--- src/rtl/mem_ctrl_pkg.sv ---
// Shared definitions for the byte-serial memory port controller: FSM states,
// access size codes, I/O region select and the size-to-byte-count helper.
package mem_ctrl_pkg;

    typedef enum logic [2:0] {
        IDLE,
        IF_RD,
        D_RD,
        D_WR,
        IO_WAIT
    } state_t;

    localparam logic [1:0] SZ_B = 2'd0;
    localparam logic [1:0] SZ_H = 2'd1;
    localparam logic [1:0] SZ_W = 2'd2;

    localparam logic [1:0] IO_SEL = 2'b11;

    // Size code 3 is treated as a word access.
    function automatic logic [2:0] size_bytes(input logic [1:0] size);
        case (size)
            SZ_B:    return 3'd1;
            SZ_H:    return 3'd2;
            SZ_W:    return 3'd4;
            default: return 3'd4;
        endcase
    endfunction

endpackage

--- src/rtl/mem_ctrl.sv ---
// Memory-bus controller: serialises icache fetches and dcache loads/stores onto
// the single byte-wide RAM/IO port, with data-side priority and UART back-pressure.
module mem_ctrl #(
    parameter logic [1:0]  IO_SEL = mem_ctrl_pkg::IO_SEL,
    parameter int unsigned XLEN   = 32
) (
    input  logic            clk_in,
    input  logic            rst_in,
    input  logic            rdy_in,
    input  logic            clear,
    input  logic            if_req,
    input  logic [XLEN-1:0] if_addr,
    output logic            if_done,
    output logic [XLEN-1:0] if_data,
    input  logic            d_req,
    input  logic            d_wr,
    input  logic [1:0]      d_size,
    input  logic [XLEN-1:0] d_addr,
    input  logic [XLEN-1:0] d_wdata,
    output logic            d_done,
    output logic [XLEN-1:0] d_rdata,
    input  logic [7:0]      mem_din,
    output logic [7:0]      mem_dout,
    output logic [XLEN-1:0] mem_a,
    output logic            mem_wr,
    input  logic            io_buffer_full
);
    import mem_ctrl_pkg::*;

    state_t          state_q;
    logic [2:0]      cnt_q;     // next byte to issue
    logic [2:0]      rcv_q;     // next byte to capture
    logic [2:0]      nbytes_q;
    logic [XLEN-1:0] base_q;
    logic [XLEN-1:0] wdata_q;
    logic [XLEN-1:0] rbuf_q;
    logic            pend_q;    // a read byte was issued last cycle
    logic            stall_q;   // an in-flight read byte was lost to rdy_in low
    logic            wr_q;

    logic [2:0]      cnt_inc;
    logic [XLEN-1:0] addr_inc;
    logic [XLEN-1:0] addr_rew;
    logic [XLEN-1:0] word_next;
    logic [7:0]      byte_inc;
    logic            io_inc;
    logic            io_acc;
    logic            last_rd;
    logic            last_wr;

    always_comb begin
        cnt_inc   = cnt_q + 3'd1;
        addr_inc  = base_q + XLEN'(cnt_inc);
        addr_rew  = base_q + XLEN'(rcv_q);
        byte_inc  = wdata_q[{cnt_inc[1:0], 3'b000} +: 8];
        io_inc    = (addr_inc[17:16] == IO_SEL);
        io_acc    = (d_addr[17:16] == IO_SEL);
        word_next = rbuf_q;
        word_next[{rcv_q[1:0], 3'b000} +: 8] = mem_din;
        last_rd   = pend_q && (rcv_q == nbytes_q - 3'd1);
        last_wr   = (cnt_q == nbytes_q - 3'd1);
    end

    // Write strobe drops combinationally with rdy_in so a frozen cycle never writes.
    assign mem_wr = wr_q & rdy_in;

    always_ff @(posedge clk_in or negedge rst_in) begin
        if (!rst_in) begin
            state_q  <= IDLE;
            cnt_q    <= '0;
            rcv_q    <= '0;
            nbytes_q <= '0;
            base_q   <= '0;
            wdata_q  <= '0;
            rbuf_q   <= '0;
            pend_q   <= 1'b0;
            stall_q  <= 1'b0;
            wr_q     <= 1'b0;
            if_done  <= 1'b0;
            d_done   <= 1'b0;
            if_data  <= '0;
            d_rdata  <= '0;
            mem_a    <= '0;
            mem_dout <= '0;
        end else if (!rdy_in) begin
            if ((state_q == IF_RD || state_q == D_RD) && pend_q) begin
                stall_q <= 1'b1;
            end
        end else begin
            if_done <= 1'b0;
            d_done  <= 1'b0;
            unique case (state_q)
                IDLE: begin
                    if (!if_done && !d_done) begin
                        if (d_req) begin
                            base_q   <= d_addr;
                            wdata_q  <= d_wdata;
                            nbytes_q <= size_bytes(d_size);
                            cnt_q    <= '0;
                            rcv_q    <= '0;
                            pend_q   <= 1'b0;
                            stall_q  <= 1'b0;
                            rbuf_q   <= '0;
                            mem_a    <= d_addr;
                            mem_dout <= d_wdata[7:0];
                            if (!d_wr) begin
                                state_q <= D_RD;
                            end else if (io_acc && io_buffer_full) begin
                                state_q <= IO_WAIT;
                            end else begin
                                state_q <= D_WR;
                                wr_q    <= 1'b1;
                            end
                        end else if (if_req && !clear) begin
                            base_q   <= if_addr;
                            nbytes_q <= size_bytes(SZ_W);
                            cnt_q    <= '0;
                            rcv_q    <= '0;
                            pend_q   <= 1'b0;
                            stall_q  <= 1'b0;
                            rbuf_q   <= '0;
                            mem_a    <= if_addr;
                            state_q  <= IF_RD;
                        end
                    end
                end
                IF_RD, D_RD: begin
                    if (clear) begin
                        state_q <= IDLE;
                        mem_a   <= '0;
                        pend_q  <= 1'b0;
                        stall_q <= 1'b0;
                    end else if (stall_q) begin
                        // Re-issue from the first uncaptured byte.
                        cnt_q   <= rcv_q;
                        mem_a   <= addr_rew;
                        pend_q  <= 1'b0;
                        stall_q <= 1'b0;
                    end else if (last_rd) begin
                        state_q <= IDLE;
                        mem_a   <= '0;
                        pend_q  <= 1'b0;
                        if (state_q == IF_RD) begin
                            if_done <= 1'b1;
                            if_data <= word_next;
                        end else begin
                            d_done  <= 1'b1;
                            d_rdata <= word_next;
                        end
                    end else begin
                        if (pend_q) begin
                            rbuf_q <= word_next;
                            rcv_q  <= rcv_q + 3'd1;
                        end
                        if (cnt_q < nbytes_q) begin
                            pend_q <= 1'b1;
                            cnt_q  <= cnt_inc;
                            if (cnt_inc < nbytes_q) begin
                                mem_a <= addr_inc;
                            end
                        end else begin
                            pend_q <= 1'b0;
                        end
                    end
                end
                D_WR: begin
                    if (last_wr) begin
                        state_q <= IDLE;
                        wr_q    <= 1'b0;
                        mem_a   <= '0;
                        d_done  <= 1'b1;
                    end else begin
                        cnt_q    <= cnt_inc;
                        mem_a    <= addr_inc;
                        mem_dout <= byte_inc;
                        if (io_inc && io_buffer_full) begin
                            state_q <= IO_WAIT;
                            wr_q    <= 1'b0;
                        end else begin
                            wr_q <= 1'b1;
                        end
                    end
                end
                IO_WAIT: begin
                    if (!io_buffer_full) begin
                        state_q <= D_WR;
                        wr_q    <= 1'b1;
                    end
                end
                default: state_q <= IDLE;
            endcase
        end
    end

endmodule

--- config.mk ---
export PLATFORM = sky130hd
export DESIGN_NAME = mem_ctrl
export DESIGN_NICKNAME = d
export VERILOG_FILES = /design/src/rtl/mem_ctrl_pkg.sv /design/src/rtl/mem_ctrl.sv
export SDC_FILE = /design/constraint.sdc
export NUM_CORES = 1
export LEC_CHECK = 0
export BUFFER_PORTS_ARGS = -buffer_cell sky130_fd_sc_hd__buf_2
export CAP_MARGIN = 30
export CORE_MARGIN = 4
export CORE_UTILIZATION = 37
export DETAILED_ROUTE_END_ITERATION = 6
export GPL_TIMING_DRIVEN = 0
export PLACE_DENSITY = 0.68
export RECOVER_POWER = 25
export SETUP_SLACK_MARGIN = 0.2
export SYNTH_ARGS = -nofsm -noshare
export SYNTH_HDL_FRONTEND = slang
export SYNTH_SLANG_ARGS = --single-unit
--- constraint.sdc ---
create_clock -name clk_in -period 3.5 [get_ports clk_in]
set_input_delay 0.35 -clock clk_in [delete_from_list [all_inputs] [get_ports clk_in]]
set_output_delay 0.35 -clock clk_in [all_outputs]
set_load 0.005 [all_outputs]
==> impl_metrics.tcl, run 1 <==
set metrics [dict create \
    status "finished with violations" \
    violations "capacitance limit, slew limit" \
    wl_um 40000 \
    hold_ws_ps 42.0 \
    r2r_end "mem_a[6]" \
    synth_seq_cells 217 \
    hpwl_um 29400 \
    design_area_um2 14100 \
    slew-limit-headroom -0.271 \
    cts.sinks 217 \
    slew_violations 73 \
    routedWlPerCell_um 21.6 \
    worstHoldPathType "in2reg" \
    post-route-util 0.460 \
    fin_crit_sh 0.936 \
    power_density_nw_per_um2 800 \
    crit_start "cnt_q[0]" \
    rows 64 \
    multi_input_area_um2 5840 \
    grt_overflow 0 \
    dpl-instance-area_um2 13300 \
    io_pins 221 \
    total_leakage_power_nw 6.45 \
    grt_max_degree 93 \
    cts_buffers 24 \
    drc_errors 0 \
    htree_num_levels 1 \
    yosys_warnings 0 \
    dp_worst_setup_slack_ps -496 \
    setup_violations 0 \
    ys_seq_area_frac 0.467 \
    detail-route-antenna-nets 0 \
    drt_pass1_iterations 5 \
    crit_path_start_kind "flop" \
    start_util 0.378 \
    gp_congestion 0.952 \
    grt_usage 0.226 \
    finalNetCount 1576 \
    die_h_um 185 \
    cts_tree "yes" \
    ctsRootBufferMaster "clkbuf_16" \
    worst_ep_arrival_time_ps 3650 \
    setup_ws_ps 225 \
    ir_drop_v 0.000424 \
    post_cts_buffers 0 \
    cp_max_fo 9 \
    power_mw 11.3 \
    skew_ps 13.5 \
    vias 10680 \
    synth_nets 1333 \
    clk_pin_slew_ps 60 \
    synth_top_cells_by_count "dfrtp_1 (217), a21oi_1 (130), nor2_1 (120), nand2_1 (100), o21ai_0 (84)" \
    synth_ff_type "dfrtp_1" \
    diodes 0 \
    syn_area_um2 11600 \
    worstHoldEndpoint "nbytes_q[0]" \
    worstHoldPathCells 2 \
    regToRegSetupSlack_ps 220 \
    synth.distinct_cells 79 \
    reg2reg_from "cnt_q[0]" \
    cts_max_path_buffers 3 \
    synthDominantCellAreaShare 0.467 \
    endpoint_kind "flop" \
    postSynthCellCount 1197 \
    vias_per_cell 5.76 \
    fmax_ghz 0.305 \
    worstPathRequired_ps 3870 \
    holdCritStartpoint "d_size[1]" \
    async_flop_share 1.00 \
    grt_pass1_wl_um 61000 \
    syn_avg_cell_area_um2 9.71 \
    antenna_found_initial 1 \
    ff_latch_area_um2 5430 \
    hold_viol 0 \
    min_period_ps 3280 \
    yosysMostFrequentCell "dfrtp_1" \
    n_fill_cell 3004 \
    crit_type "reg2reg" \
    worst_pin_slew_ps 1910 \
    synth_top_area_cell "dfrtp_1" \
    synth_edf_count 0 \
    reg2reg_depth 11 \
    port_buffers 210 \
    drt_iter0_markers 887 \
    core-area_um2 30700 \
    clock_latency_ps 530 \
    max_cap_viol_count 1 \
    syn_to_final_growth_pct 21.7 \
    ys_top_cells_by_area "dfrtp_1 (47%), a21oi_1 (5.6%), mux2_2 (5.1%)" \
    grt_pass1_vias 10574 \
    die_w_um 185 \
    dieArea_um2 34300 \
    drive_gt1_frac 0.253 \
    rsz0062_at_grt "true" \
]
-- critical path: stages (launching register included) --
cell and delay (ps):
dfrtp_1 390, buf_6 200, inv_1 140, ha_1 250, fa_1 470, a211oi_2 310
a311oi_2 130, buf_4 210, a32o_1 300, or2_2 290, a21oi_1 300, o21ai_0 130
-- cells in the final DEF, fill, tap and decap left out, types with 5 or more instances in the layout --
cell type and count:
a2111o_1 5, a21o_1 5, a21oi_1 127, a221oi_1 6, a22o_1 7, a31oi_1 18
a32o_1 31, and2_1 8, and4_1 10, buf_1 12, buf_2 225, clkbuf_1 48
clkbuf_16 25, clkbuf_2 11, clkbuf_8 7, clkinv_2 5, dfrtp_1 217, ha_1 19
inv_1 20, mux2_2 53, mux2i_1 35, mux4_2 8, nand2_1 100, nand3_1 27
nand4_1 11, nor2_1 120, nor2b_1 38, nor3_1 23, nor4_1 8, o21ai_0 84
o22ai_1 10, or3_1 8, xnor2_1 8, xor2_1 8
-- report_power, final --
part	total, mW	internal [mW]	leakage [nW]	switching, mW
sequential	3.91	3.27	2.81	0.637
combinational	4.82	1.89	3.24	2.93
clock	2.59	1.52	0.396	1.06
-- sequential cells by signal, indices dropped and copies added (netlist names), 3 cells and up --
signal,cells
mem_dout,8
mem_a,32
rbuf_q,32
base_q,32
rcv_q,3
nbytes_q,3
d_rdata,32
state_q,3
wdata_q,32
if_data,32
cnt_q,3
-- worst max path at each step --
stage                  endpoint  slack (ps)
floorplan              mem_a[6]         470
global placement    wdata_q[22]       -1830
detailed placement     mem_a[6]        -500
CTS                    mem_a[6]          70
global route           mem_a[6]         120
finish                 mem_a[6]         220
-- cell type report --
cell class                 count  area share
multi-input combinational    875       0.413
sequential                   217       0.384
timing repair buffer         217      0.0801
clock buffer                  35      0.0518
tap                          396      0.0350
buffer                        85      0.0262
inverter                      20     0.00531
clock inverter                 8     0.00495
-- routing by layer --
metal  global-route usage  wire length, um
met1                0.319            17500
met2                0.361            18600
met3               0.0361             2600
met4               0.0646             1210
met5                    0                7
-- what timing repair did --
action | in CTS | in global routing
hold buffers | 1 | 0
setup endpoints to repair | 44 | 73
resized for setup | 7 | 23
endpoints found under the hold margin | 53 | 0
-- cell families after synthesis --
kind of cell | synth area share
multiplexers | 0.0970
buffers and inverters | 0.0367
XOR/XNOR | 0.0168
AO/OA/AOI/OAI | 0.196
AND/OR/NAND/NOR | 0.160
flip-flops | 0.467
adder cells (fa/ha/maj) | 0.0267
-- per-stage QoR --
| step | instances | setup TNS, ps |
|---|---|---|
| after floorplan | 1197 | 0 |
| after global placement | 1803 | -394830 |
| after detailed placement | 1809 | -6180 |
| after CTS | 1853 | 0 |
| after global routing | 1853 | 0 |
| final | 1853 | 0 |
Note: power is estimated with default switching activity, not from simulation.
==> inputs of run 2 (changes only) <==
Settings changed: RECOVER_POWER 25 to unset.
==> run 2 against run 1 <==
The run now ends clean. Via count grew 0.17%. Critical path depth is the same. Non-clock buffer count is the same. Critical path type unchanged. Largest power group unchanged.
==> impl_metrics.tcl, run 2 (synthesis gave the netlist of run 1 again) <==
set metrics [dict create \
    hpwl_um 29400 \
    layout_commonest_cell "buf_2" \
    hold_ws_ps 42.9 \
    post-route-util 0.461 \
    fin_tns_setup_ps 0 \
    clk_pin_slew_ps 60 \
    slew-limit-headroom 0.317 \
    grtUsageMet1 0.319 \
    cpMaxStageDelayCell "fa_1" \
    min_period_ps 3250 \
    max_cap_viol_count 0 \
    crit_family "compound AO/OA/AOI/OAI gates" \
    internal_power_mw 6.69 \
    dpl-instance-area_um2 13300 \
    p_sw_frac 0.409 \
    io_pins 221 \
    met3_usage 0.0361 \
    rows 64 \
    grt_pass1_vias 10574 \
    design_area_um2 14200 \
    multi_input_area_um2 5840 \
    layout_common_cells "buf_2 (229), dfrtp_1 (217), a21oi_1 (127)" \
    wl_um 39900 \
    grt_busiest_layer "met2" \
    crit_type "reg2reg" \
    detail-route-antenna-nets 0 \
    worst_ep_arrival_time_ps 3620 \
    grt_pass1_wl_um 61000 \
    die_w_um 185 \
    vias_per_cell 5.77 \
    routedWlPerCell_um 21.5 \
    start_util 0.378 \
    skew_ps 13.1 \
    n_fill_cell 2999 \
    drt_pass1_iterations 5 \
    core-area_um2 30700 \
    seqPwrFrac 0.345 \
    worst_pin_slew_ps 1020 \
    gp_congestion 0.952 \
    cts_tree "yes" \
    die_h_um 185 \
    slew_violations 0 \
    setup_violations 0 \
    htree_num_levels 1 \
    worstHoldPathType "in2reg" \
    total_leakage_power_nw 6.47 \
    critical-path-max-stage-delay_ps 470 \
    ctsRootBufferMaster "clkbuf_16" \
    grt_usage 0.226 \
    port_buffers 210 \
    finalNetCount 1576 \
    status "completed" \
    antenna_found_initial 1 \
    p_switching_mw 4.62 \
    diodes 0 \
    grt_overflow 0 \
    cts.sinks 217 \
    clock_latency_ps 530 \
    fin_crit_sh 0.929 \
    cp_max_fo 9 \
    pwr-share-clk 0.229 \
    hold_viol 0 \
    drive_gt1_frac 0.256 \
    ir_drop_v 0.000424 \
    combinationalPowerShare 0.426 \
    cts_buffers 24 \
    drc_errors 0 \
    grt_max_degree 93 \
    endpoint_kind "flop" \
    cts_max_path_buffers 3 \
    ff_latch_area_um2 5430 \
    dieArea_um2 34300 \
    critPathBufInv 3 \
    fmax_ghz 0.308 \
    vias 10698 \
    power_density_nw_per_um2 798 \
    power_mw 11.3 \
    rsz0062_at_grt "true" \
    worstPathRequired_ps 3870 \
    drt_iter0_markers 904 \
    crit_path_start_kind "flop" \
    syn_to_final_growth_pct 21.9 \
    gr-usage-met2 0.361 \
    path_cells "buf_6, inv_1, ha_1, fa_1, a211oi_2, a311oi_2, buf_4, a32o_1, or2_2, a21oi_1, o21ai_0" \
]
[run 2: final cells by class]
type                       count  share of cell area
timing repair buffer         217              0.0819
sequential                   217               0.383
inverter                      20             0.00530
clock inverter                 8             0.00494
clock buffer                  35              0.0517
tap                          396              0.0350
multi-input combinational    875               0.412
buffer                        85              0.0261
[run 2: path summary, 6_finish.rpt]
kind / end / slack (ps) / start / cells after the start
worst max-delay path: mem_a[6] / 250 / cnt_q[0] / 11
worst min-delay path: nbytes_q[0] / 40 / d_size[1] / 2
worst max register to register: mem_a[6] / 250 / cnt_q[0] / 11
worst min register to register: mem_a[5] / 480 / mem_a[5] / 2
max in group asynchronous: wdata_q[1] / 1960 / rst_in / 4
min in group asynchronous: d_rdata[22] / 330 / rst_in / 2
[run 2: power by group through the flow]
stage / Clock (mW) / Sequential (mW) / Combinational, mW
detailed placement: 0 / 3.92 / 4.68
CTS: 2.63 / 3.89 / 4.73
global route: 2.74 / 3.98 / 5.29
finish: 2.58 / 3.91 / 4.81
global placement: 0 / 3.90 / 4.59
floorplan: 0 / 3.76 / 3.05
[run 2: per-layer routing]
layer / vias to the layer above / share of wire
li1: 4895 / -
met1: 5314 / 0.44
met2: 414 / 0.46
met3: 73 / 0.068
met4: 2 / 0.031
met5: - / 0.00018
[run 2: timing repair]
action | CTS | global route
gates resized for setup | 7 | 23
endpoints found under the hold margin | 53 | 0
hold buffers | 1 | 0
endpoints found under the setup margin | 44 | 73
cloned | 0 | 0
buffers inserted | 0 | 0
[run 2: through the flow]
step,setup slack (ps),cells
3_3_place_gp,-1830,1803
3_5_place_dp,-496,1809
4_1_cts,70.7,1853
2_1_floorplan,466,1197
5_1_grt,119,1853
6_report,248,1853
==> inputs of run 3 (changes only) <==
Settings changed: CORE_MARGIN 4 to unset, CORE_UTILIZATION 37 to 56, PLACE_DENSITY 0.68 to 0.92.
==> run 3 against run 2 <==
Cell count down 6.9%. Sequential power barely moved. Worst hold slack worse by 15 ps. Count of clock-buffer cells in the layout down 4. Global-route usage grew 14 points. Combinational power rose by 1%. Maximum frequency shrank 1.9%. Sequential share of layout area is 0.57 points higher. First-iteration DRC count grew 42%.
==> impl_metrics.tcl, run 3 (synthesis gave the netlist of run 1 again) <==
set metrics [dict create \
    status "completed" \
    grt_pass1_vias 10921 \
    drt_iter0_markers 1286 \
    slew_violations 0 \
    ff_latch_area_um2 5430 \
    detail-route-antenna-nets 0 \
    endpoint_kind "flop" \
    gp_congestion 0.999 \
    grt_pass1_wl_um 60300 \
    clk_pin_slew_ps 70 \
    cts_max_path_buffers 3 \
    fmax_ghz 0.302 \
    drt_pass1_iterations 6 \
    worst_ep_arrival_time_ps 3760 \
    worstPathRequired_ps 3950 \
    grt_busiest_layer "met2" \
    n_fill_cell 1558 \
    worst_pin_slew_ps 974 \
    reg2reg_depth 9 \
    setup_violations 0 \
    finalNetCount 1575 \
    vias_per_cell 6.45 \
    total_leakage_power_nw 6.44 \
    grtUsageMet1 0.489 \
    slew-limit-headroom 0.346 \
    start_util 0.572 \
    grt_max_degree 115 \
    die_w_um 146 \
    htree_num_levels 1 \
    worstHoldPathType "in2reg" \
    worstHoldEndpoint "nbytes_q[0]" \
    crit_type "reg2reg" \
    setup_ws_ps 185 \
    ir_drop_v 0.000525 \
    min_period_ps 3310 \
    syn_to_final_growth_pct 20.1 \
    ctsRootBufferMaster "clkbuf_16" \
    hold_viol 0 \
    regToRegSetupSlack_ps 190 \
    grt_overflow 0 \
    rows 52 \
    cts.sinks 217 \
    wl_um 38800 \
    r2r_end "mem_a[15]" \
    fin_crit_sh 0.947 \
    clock_latency_ps 540 \
    drive_gt1_frac 0.253 \
    skew_ps 24.0 \
    holdCritStartpoint "d_size[1]" \
    dieArea_um2 21300 \
    reg2reg_from "nbytes_q[0]" \
    core-area_um2 20300 \
    crit_path_start_kind "flop" \
    grt_usage 0.361 \
    met3_usage 0.0713 \
    vias 11127 \
    gr-usage-met2 0.584 \
    cts_buffers 23 \
    dp_worst_setup_slack_ps -358 \
    multi_input_area_um2 5830 \
    worstHoldPathCells 2 \
    layout_common_cells "buf_2 (229), dfrtp_1 (217), a21oi_1 (128)" \
    power_density_nw_per_um2 813 \
    cp_max_fo 10 \
    hpwl_um 28000 \
    layout_commonest_cell "buf_2" \
    post-route-util 0.688 \
    drc_errors 0 \
    routedWlPerCell_um 22.5 \
    antenna_found_initial 1 \
    max_cap_viol_count 0 \
    cts_tree "yes" \
    rsz0062_at_grt "true" \
    port_buffers 210 \
    die_h_um 146 \
    io_pins 221 \
]
==> run 3: cell count changes in the layout (fill, tap and decap cells not counted), sizes merged <==
cell      delta
clkbuf       -6
buf          +2
bufinv       +2
clkinv       -1
clkinvlp     -1
diode        +1
inv          +1
==> run 3: area by class of cell <==
type / count / share of cell area
Inverter: 20 / 0.00538
Buffer: 85 / 0.0264
Timing Repair Buffer: 217 / 0.0816
Sequential cell: 217 / 0.389
Clock buffer: 31 / 0.0455
Clock inverter: 9 / 0.0101
Multi-Input combinational cell: 875 / 0.418
Antenna cell: 1 / 0.000179
Tap cell: 270 / 0.0242
==> run 3: worst max-delay path by stage <==
stage / startpoint / to / slack (ps) / cells after the start
2_1_floorplan: cnt_q[0] / mem_a[6] / 470 / 10
5_1_grt: nbytes_q[0] / mem_a[15] / 40 / 9
3_3_place_gp: rst_in / if_data[8] / -1510 / 1
4_1_cts: cnt_q[0] / mem_a[6] / 150 / 11
3_5_place_dp: cnt_q[0] / mem_a[6] / -360 / 11
6_report: nbytes_q[0] / mem_a[15] / 190 / 9
==> run 3: repair_timing <==
action	in CTS	in global routing
setup endpoints to repair	45	74
hold endpoints to repair	103	0
setup buffers	0	1
resized for setup	6	24
hold buffers	1	0
cloned	0	0
==> run 3: metrics by stage <==
step           TNS (ps)  area, um2  hold WS, ps  power (mW)  instances
2_1_floorplan         0      11600         54.4        6.80       1197
3_3_place_gp    -328220      13000          457        8.37       1677
3_5_place_dp      -4530      13100          444        8.58       1682
4_1_cts               0      13900         19.7        11.1       1723
5_1_grt               0      14000         45.5        11.9       1725
6_report              0      14000         27.9        11.3       1725
==> run 3: power breakdown <==
| part | internal (mW) | total (mW) | leakage (nW) | switching (mW) |
|---|---|---|---|---|
| combinational | 1.89 | 4.87 | 3.25 | 2.98 |
| sequential | 3.27 | 3.93 | 2.81 | 0.657 |
| clock | 1.50 | 2.55 | 0.379 | 1.05 |
==> run 3: worst max-delay path, cell delays in order (launching register included) <==
cell and delay, ps:
dfrtp_1 440, inv_1 100, ha_1 350, xnor2_1 380
o31a_1 380, clkbuf_1 630, o21ai_0 380, o21ai_0 160
a21oi_1 160, o31ai_1 240
==> run 3: layer usage <==
layer / part of all wire / vias to the layer above
met5: 0 / -
met4: 0.035 / 0
met3: 0.10 / 104
met2: 0.47 / 725
met1: 0.39 / 5425
li1: - / 4873
